**src/rtl/mips32_mem_arbiter_if.sv**
```systemverilog
// Pipeline/memory bus bundle for the MIPS32 unified-memory arbiter.
// slave = arbiter view; master = pipeline + memory-array view.
interface mips32_mem_arbiter_if #(
  parameter int AW = 32,
  parameter int DW = 32
);
  logic          if_req;
  logic [AW-1:0] if_addr;
  logic          if_gnt;
  logic          if_rvalid;
  logic [DW-1:0] if_rdata;

  logic          d_req;
  logic          d_we;
  logic [AW-1:0] d_addr;
  logic [DW-1:0] d_wdata;
  logic          d_gnt;
  logic          d_rvalid;
  logic [DW-1:0] d_rdata;

  logic          mem_en;
  logic          mem_we;
  logic [AW-1:0] mem_addr;
  logic [DW-1:0] mem_wdata;
  logic [DW-1:0] mem_rdata;

  logic          busy;

  modport slave (
    input  if_req, if_addr, d_req, d_we, d_addr, d_wdata, mem_rdata,
    output if_gnt, if_rvalid, if_rdata, d_gnt, d_rvalid, d_rdata,
           mem_en, mem_we, mem_addr, mem_wdata, busy
  );

  modport master (
    output if_req, if_addr, d_req, d_we, d_addr, d_wdata, mem_rdata,
    input  if_gnt, if_rvalid, if_rdata, d_gnt, d_rvalid, d_rdata,
           mem_en, mem_we, mem_addr, mem_wdata, busy
  );
endinterface

```
**src/rtl/mips32_mem_arbiter.sv**
```systemverilog
// Fetch/data arbiter for a single-ported fixed-latency MIPS32 memory, data-first with fetch
// starvation guard. Optional perf counters under MEMARB_PERF_CNT_EN.
module mips32_mem_arbiter #(
  parameter int AW         = 32,
  parameter int DW         = 32,
  parameter int MEM_LAT    = 2,
  parameter int STARVE_MAX = 4
) (
  input  logic clk,
  input  logic rst_n,
  input  logic halted,
  mips32_mem_arbiter_if.slave bus
`ifdef MEMARB_PERF_CNT_EN
  ,
  input  logic        perf_clr,
  output logic [31:0] perf_conflicts,
  output logic [31:0] perf_stalls
`endif
);

  typedef enum logic [1:0] {S_IDLE, S_WAIT, S_RESP} state_t;

  localparam logic [3:0] LP_LAT_M1 = 4'(MEM_LAT - 1);
  localparam logic [3:0] LP_STARVE = 4'(STARVE_MAX);

  state_t        r_state, w_state_nxt;
  logic [3:0]    r_cnt, w_cnt_nxt;
  logic          r_own_d;
  logic          r_own_we;
  logic [3:0]    r_starve_cnt;
  logic [DW-1:0] r_if_rdata;
  logic [DW-1:0] r_d_rdata;

  logic w_arb, w_eff_if, w_if_win, w_d_win, w_gnt;

  // Arbitration is gated by rst_n so grants/strobes drop the moment reset asserts.
  always_comb begin
    w_arb    = rst_n && (r_state != S_WAIT);
    w_eff_if = bus.if_req & ~halted;
    w_if_win = w_arb & w_eff_if & (~bus.d_req | (r_starve_cnt == LP_STARVE));
    w_d_win  = w_arb & bus.d_req & ~w_if_win;
    w_gnt    = w_if_win | w_d_win;
  end

  always_comb begin
    w_state_nxt = r_state;
    w_cnt_nxt   = r_cnt;
    case (r_state)
      S_IDLE, S_RESP: begin
        if (w_gnt) begin
          w_state_nxt = S_WAIT;
          w_cnt_nxt   = LP_LAT_M1;
        end else begin
          w_state_nxt = S_IDLE;
        end
      end
      S_WAIT: begin
        if (r_cnt == 4'd0) w_state_nxt = S_RESP;
        else               w_cnt_nxt   = r_cnt - 4'd1;
      end
      default: w_state_nxt = S_IDLE;
    endcase
  end

  always_ff @(posedge clk or negedge rst_n) begin
    if (!rst_n) begin
      r_state  <= S_IDLE;
      r_cnt    <= 4'd0;
      r_own_d  <= 1'b0;
      r_own_we <= 1'b0;
    end else begin
      r_state <= w_state_nxt;
      r_cnt   <= w_cnt_nxt;
      if (w_gnt) begin
        r_own_d  <= w_d_win;
        r_own_we <= w_d_win & bus.d_we;
      end
    end
  end

  // Memory data is valid on the last WAIT cycle; stores leave d_rdata untouched.
  always_ff @(posedge clk or negedge rst_n) begin
    if (!rst_n) begin
      r_if_rdata <= '0;
      r_d_rdata  <= '0;
    end else if (r_state == S_WAIT && r_cnt == 4'd0) begin
      if (!r_own_d)       r_if_rdata <= bus.mem_rdata;
      else if (!r_own_we) r_d_rdata  <= bus.mem_rdata;
    end
  end

  always_ff @(posedge clk or negedge rst_n) begin
    if (!rst_n)                        r_starve_cnt <= 4'd0;
    else if (!w_eff_if || w_if_win)    r_starve_cnt <= 4'd0;
    else if (w_d_win && r_starve_cnt != LP_STARVE)
                                       r_starve_cnt <= r_starve_cnt + 4'd1;
  end

  assign bus.if_gnt    = w_if_win;
  assign bus.d_gnt     = w_d_win;
  assign bus.mem_en    = w_gnt;
  assign bus.mem_we    = w_d_win & bus.d_we;
  assign bus.mem_addr  = w_if_win ? bus.if_addr : (w_d_win ? bus.d_addr : '0);
  assign bus.mem_wdata = w_d_win ? bus.d_wdata : '0;
  // rvalid follows the registered owner, never the live requests.
  assign bus.if_rvalid = (r_state == S_RESP) & ~r_own_d;
  assign bus.d_rvalid  = (r_state == S_RESP) &  r_own_d;
  assign bus.if_rdata  = r_if_rdata;
  assign bus.d_rdata   = r_d_rdata;
  assign bus.busy      = (r_state != S_IDLE);

`ifdef MEMARB_PERF_CNT_EN
  logic [31:0] r_perf_conflicts, r_perf_stalls;

  always_ff @(posedge clk or negedge rst_n) begin
    if (!rst_n) begin
      r_perf_conflicts <= 32'd0;
      r_perf_stalls    <= 32'd0;
    end else if (perf_clr) begin
      r_perf_conflicts <= 32'd0;
      r_perf_stalls    <= 32'd0;
    end else begin
      if (w_arb & w_eff_if & bus.d_req)
        r_perf_conflicts <= r_perf_conflicts + 32'd1;
      if ((bus.if_req & ~w_if_win) | (bus.d_req & ~w_d_win))
        r_perf_stalls <= r_perf_stalls + 32'd1;
    end
  end

  assign perf_conflicts = r_perf_conflicts;
  assign perf_stalls    = r_perf_stalls;
`endif

endmodule

```
**src/flat_wrapper.sv**
```systemverilog
// flat-port wrapper written by rule: the top's interface ports become plain ports
module mips32_mem_arbiter_flat 
#(
  parameter int AW         = 32,
  parameter int DW         = 32,
  parameter int MEM_LAT    = 2,
  parameter int STARVE_MAX = 4
)
  (clk, rst_n, halted, bus_if_req, bus_if_addr, bus_d_req, bus_d_we, bus_d_addr, bus_d_wdata, bus_mem_rdata, bus_if_gnt, bus_if_rvalid, bus_if_rdata, bus_d_gnt, bus_d_rvalid, bus_d_rdata, bus_mem_en, bus_mem_we, bus_mem_addr, bus_mem_wdata, bus_busy);
  mips32_mem_arbiter_if #(.AW(AW), .DW(DW)) bus_i ();
  input  logic clk;
  input  logic rst_n;
  input  logic halted;
  input wire logic [$bits(bus_i.if_req)-1:0] bus_if_req;
  input wire logic [$bits(bus_i.if_addr)-1:0] bus_if_addr;
  input wire logic [$bits(bus_i.d_req)-1:0] bus_d_req;
  input wire logic [$bits(bus_i.d_we)-1:0] bus_d_we;
  input wire logic [$bits(bus_i.d_addr)-1:0] bus_d_addr;
  input wire logic [$bits(bus_i.d_wdata)-1:0] bus_d_wdata;
  input wire logic [$bits(bus_i.mem_rdata)-1:0] bus_mem_rdata;
  output wire logic [$bits(bus_i.if_gnt)-1:0] bus_if_gnt;
  output wire logic [$bits(bus_i.if_rvalid)-1:0] bus_if_rvalid;
  output wire logic [$bits(bus_i.if_rdata)-1:0] bus_if_rdata;
  output wire logic [$bits(bus_i.d_gnt)-1:0] bus_d_gnt;
  output wire logic [$bits(bus_i.d_rvalid)-1:0] bus_d_rvalid;
  output wire logic [$bits(bus_i.d_rdata)-1:0] bus_d_rdata;
  output wire logic [$bits(bus_i.mem_en)-1:0] bus_mem_en;
  output wire logic [$bits(bus_i.mem_we)-1:0] bus_mem_we;
  output wire logic [$bits(bus_i.mem_addr)-1:0] bus_mem_addr;
  output wire logic [$bits(bus_i.mem_wdata)-1:0] bus_mem_wdata;
  output wire logic [$bits(bus_i.busy)-1:0] bus_busy;
  assign bus_i.if_req = bus_if_req;
  assign bus_i.if_addr = bus_if_addr;
  assign bus_i.d_req = bus_d_req;
  assign bus_i.d_we = bus_d_we;
  assign bus_i.d_addr = bus_d_addr;
  assign bus_i.d_wdata = bus_d_wdata;
  assign bus_i.mem_rdata = bus_mem_rdata;
  assign bus_if_gnt = bus_i.if_gnt;
  assign bus_if_rvalid = bus_i.if_rvalid;
  assign bus_if_rdata = bus_i.if_rdata;
  assign bus_d_gnt = bus_i.d_gnt;
  assign bus_d_rvalid = bus_i.d_rvalid;
  assign bus_d_rdata = bus_i.d_rdata;
  assign bus_mem_en = bus_i.mem_en;
  assign bus_mem_we = bus_i.mem_we;
  assign bus_mem_addr = bus_i.mem_addr;
  assign bus_mem_wdata = bus_i.mem_wdata;
  assign bus_busy = bus_i.busy;
  mips32_mem_arbiter #(.AW(AW), .DW(DW), .MEM_LAT(MEM_LAT), .STARVE_MAX(STARVE_MAX)) u_core (.clk(clk), .rst_n(rst_n), .halted(halted), .bus(bus_i));
endmodule
```
**config.mk**
```make
export PLATFORM = sky130hd
export DESIGN_NAME = mips32_mem_arbiter_flat
export DESIGN_NICKNAME = d
export VERILOG_FILES = /design/src/rtl/mips32_mem_arbiter_if.sv /design/src/rtl/mips32_mem_arbiter.sv /design/src/flat_wrapper.sv
export SDC_FILE = /design/constraint.sdc
export NUM_CORES = 1
export LEC_CHECK = 0
export BUFFER_PORTS_ARGS = -buffer_cell sky130_fd_sc_hd__buf_2
export CORE_AREA = 4 4 102 104
export DETAILED_ROUTE_END_ITERATION = 12
export DIE_AREA = 0 0 106 108
export PLACE_DENSITY_LB_ADDON = 0.1
export SYNTH_ARGS = -nofsm -noshare
export SYNTH_HDL_FRONTEND = slang
export SYNTH_SLANG_ARGS = --single-unit
```
**constraint.sdc**
```tcl
create_clock -name clk -period 4.5 [get_ports clk]
set_input_delay 1.125 -clock clk [delete_from_list [all_inputs] [get_ports clk]]
set_output_delay 1.125 -clock clk [all_outputs]
set_load 0.01 [all_outputs]
```
==> qor.txt <==
Routed WL per cell = 16.56 um
CP startpoint kind = input port
Syn Inst Count = 365
Die Ht = 108 um
Max-Cap Viols = 0
PwrDens = 566.0 mW/mm2
drt total wl = 12.54 mm
sw frac = 34.94%
sequential area share after synthesis = 47.07%
CTS resizes = 0
filler cell count = 858
CP bufs+invs = 3
total grt overflow = 0
Worst-path clk slew = 0.07 ns
initial antenna violation count = 0
power share of the sequential group = 37.3%
Critical Path Max Stage Delay = 0.52 ns
RSZ-0062 raised after global routing = no
synthesized cell area = 0.004040 mm2
Post-Synth XOR/XNOR Area = 0%
largest family of logic cells by synthesized area = multiplexers
slowest CP cell = buf_4
commonest non-fill, non-tap cell in the layout = buf_2
Simple-Gate Fraction of Synth Area = 17.62%
vias per cell = 4.930
period utilisation layout = 86.62%
Pre-antenna DRT Iters = 6
combinational share of power = 43.9%
Psw = 1111 uW
core area = 0.009549 mm2
Critical Path RT = 3.38 ns
worst path cell trace = buf_2, nand2b_1, a2111oi_4, buf_4, o21ai_0, buf_2
Slew Viols, Final = 0
die area = 0.01145 mm2
vias in the first global route = 3,625
Die W = 106 um
Top Family by Delay on Critical Path = buffers and inverters
clk sinks = 76
setup TNS = 0 ns
Ant. Diodes = 0
crit path DAT = 2.77 ns
Slew @ Worst Pin = 1.059 ns
pin count of the biggest net entering global routing = 73
Ports = 269
post-route ant nets = 0
Compound-Gate Fraction of Synth Area = 7.216%
mux contribution to synthesized area = 20.90%
worst clock skew = 0.009260 ns
outcome = finished clean
Fin Hold WS = 0.4951 ns
Internal Power = 2068 uW
Post-synth EDFFs = 0
# setup viols final = 0
CP endpoint kind = output pin
CTS max path bufs = 2
met1 usage = 24.17%
min Tclk post-route = 3.898 ns
Worst Setup Path Type = input port to output pin
Post-synth top flop = dfrtp_1
Iter 0 DRT Violations = 199
Core Rows = 36
share of layout cells above drive strength 1 = 57.37%
Placer Congestion = 0.9518
top post-synthesis cells by area = dfrtp_1 (47%), mux2_4 (11%), mux2_2 (9.2%)
Clk pwr share = 18.8%
Initial Utilization = 42.31%
Hold Path Class = flip-flop to flip-flop
Crit Path Max Fanout = 66
commonest non-fill, non-tap cells in the layout = buf_2 (267), dfrtp_1 (76), nand2_1 (39), o21ai_0 (35)
IO buf count = 268
slew margin rel. = 29.38%
H-tree depth = 3
mean post-synth cell area = 11.07 um2
syn nets = 502
synth warn = 0
f_max = 0.2565 GHz
hpwl dp = 9.661 mm
met2 global-route usage = 37.25%
total track usage = 21.02%
Final Hold Viols = 0
ys async rst share = 100.0%
Netlist cell types = 36
area growth from synthesis to layout = 39.02%
clk_lat worst skew = 0.35 ns
Post CTS Setup Buffer Count = 0
first-pass GRT wire length = 18.85 mm
Worst VDD drop = 0.0002077 V
Root Driver = clkbuf_8
DRC viols = 0
CTS tree = built
Vias = 3,732
Post-Synth Adder-Cell Area = 0.9291%
cell taking the most area after synthesis = dfrtp_1
CP most frequent cell = buf_2
share of Yosys cell area claimed by the top area cell type = 47.07%
GR peak layer = met2
routing usage on met3 = 5.672%
hold buffers post-CTS = 0
Synth Register Bits = 76
nets@finish = 756
CTS buffer count = 9
Lkg Pwr = 0.002981 uW
-- synthesized netlist by cell type (2+ instances only) --
cell,n
a21oi_1,5
a31oi_1,2
and2_1,33
buf_12,3
buf_2,7
buf_6,5
clkbuf_1,15
dfrtp_1,76
ha_1,3
inv_1,10
mux2_1,2
mux2_2,33
mux2_4,30
nand2_1,39
nand2b_1,4
nand3_1,5
nand4_1,32
nand4b_1,2
nor2_1,4
nor3_1,2
o21ai_0,35
o21ai_1,2
or3_1,3
-- metrics by stage --
step                cells  power (uW)  setup slack, ns  cell area [um2]  utilization, %
floorplan             365        2046            1.140             4040               -
global placement      741        2577           0.6816             5384           56.38
detailed placement    741        2610           0.6147             5384           56.38
CTS                   757        3226           0.6208             5617           58.82
global route          757        3387           0.5140             5617           58.82
finish                757        3179           0.6020             5617           58.82
-- kinds of logic after synthesis --
group           Yosys count
buf+inv                  41
simple gates            130
compound gates           50
mux                      65
fa+ha+maj                 3
flops                    76
-- state kept, by name, indices dropped and copies added (netlist names) --
register / flops
u_core.r_own_d: 1
u_core.r_own_we: 1
u_core.r_state: 2
u_core.r_starve_cnt: 4
u_core.r_cnt: 4
u_core.bus.d_rdata: 32
u_core.bus.if_rdata: 32
-- worst reg2reg max path: cells and delay by family, from the launching register on --
kind / cells / cell delay, ns
fa+ha+maj: 1 / 0.23
simple gates: 2 / 1.05
flops: 1 / 0.37
buf+inv: 1 / 0.10
mux: 1 / 0.49
-- area by class of cell --
type / instances / area [um2] / share of cell area [%]
clock buffer: 10 / 137.6 / 2.450
clock inverter: 6 / 95.09 / 1.693
inverter: 10 / 37.54 / 0.6683
multi-input combinational: 248 / 1889 / 33.64
sequential: 76 / 1902 / 33.86
tap: 133 / 166.4 / 2.963
timing repair buffer: 274 / 1389 / 24.73
-- power by group through the flow --
| stage | combinational (uW) | sequential, uW | clock (uW) |
|---|---|---|---|
| after floorplan | 722 | 1320 | 0 |
| after global placement | 1390 | 1180 | 0 |
| after detailed placement | 1410 | 1200 | 0 |
| after CTS | 1420 | 1180 | 622 |
| after global routing | 1510 | 1230 | 646 |
| final | 1400 | 1180 | 599 |
-- path summary, 6_finish.rpt --
kind / slack (ns) / cells past startpoint / startpoint / endpoint
min: 0.50 / 1 / u_core.bus.if_rdata[15] / u_core.bus.if_rdata[15]
max in group asynchronous: 2.46 / 3 / rst_n / u_core.bus.d_rdata[10]
min in group asynchronous: 0.80 / 2 / rst_n / u_core.r_starve_cnt[2]
max: 0.60 / 6 / halted / bus_mem_addr[24]
max reg2reg: 2.16 / 5 / u_core.r_cnt[0] / u_core.bus.d_rdata[22]
min reg2reg: 0.50 / 1 / u_core.bus.if_rdata[15] / u_core.bus.if_rdata[15]
-- metal layers --
layer,routed length (um),part of all wire (%)
met4,327,2.6
met2,6381,51
met3,1048,8.4
met5,0,0
met1,4777,38
No activity file was read; power rests on OpenSTA's default activity.
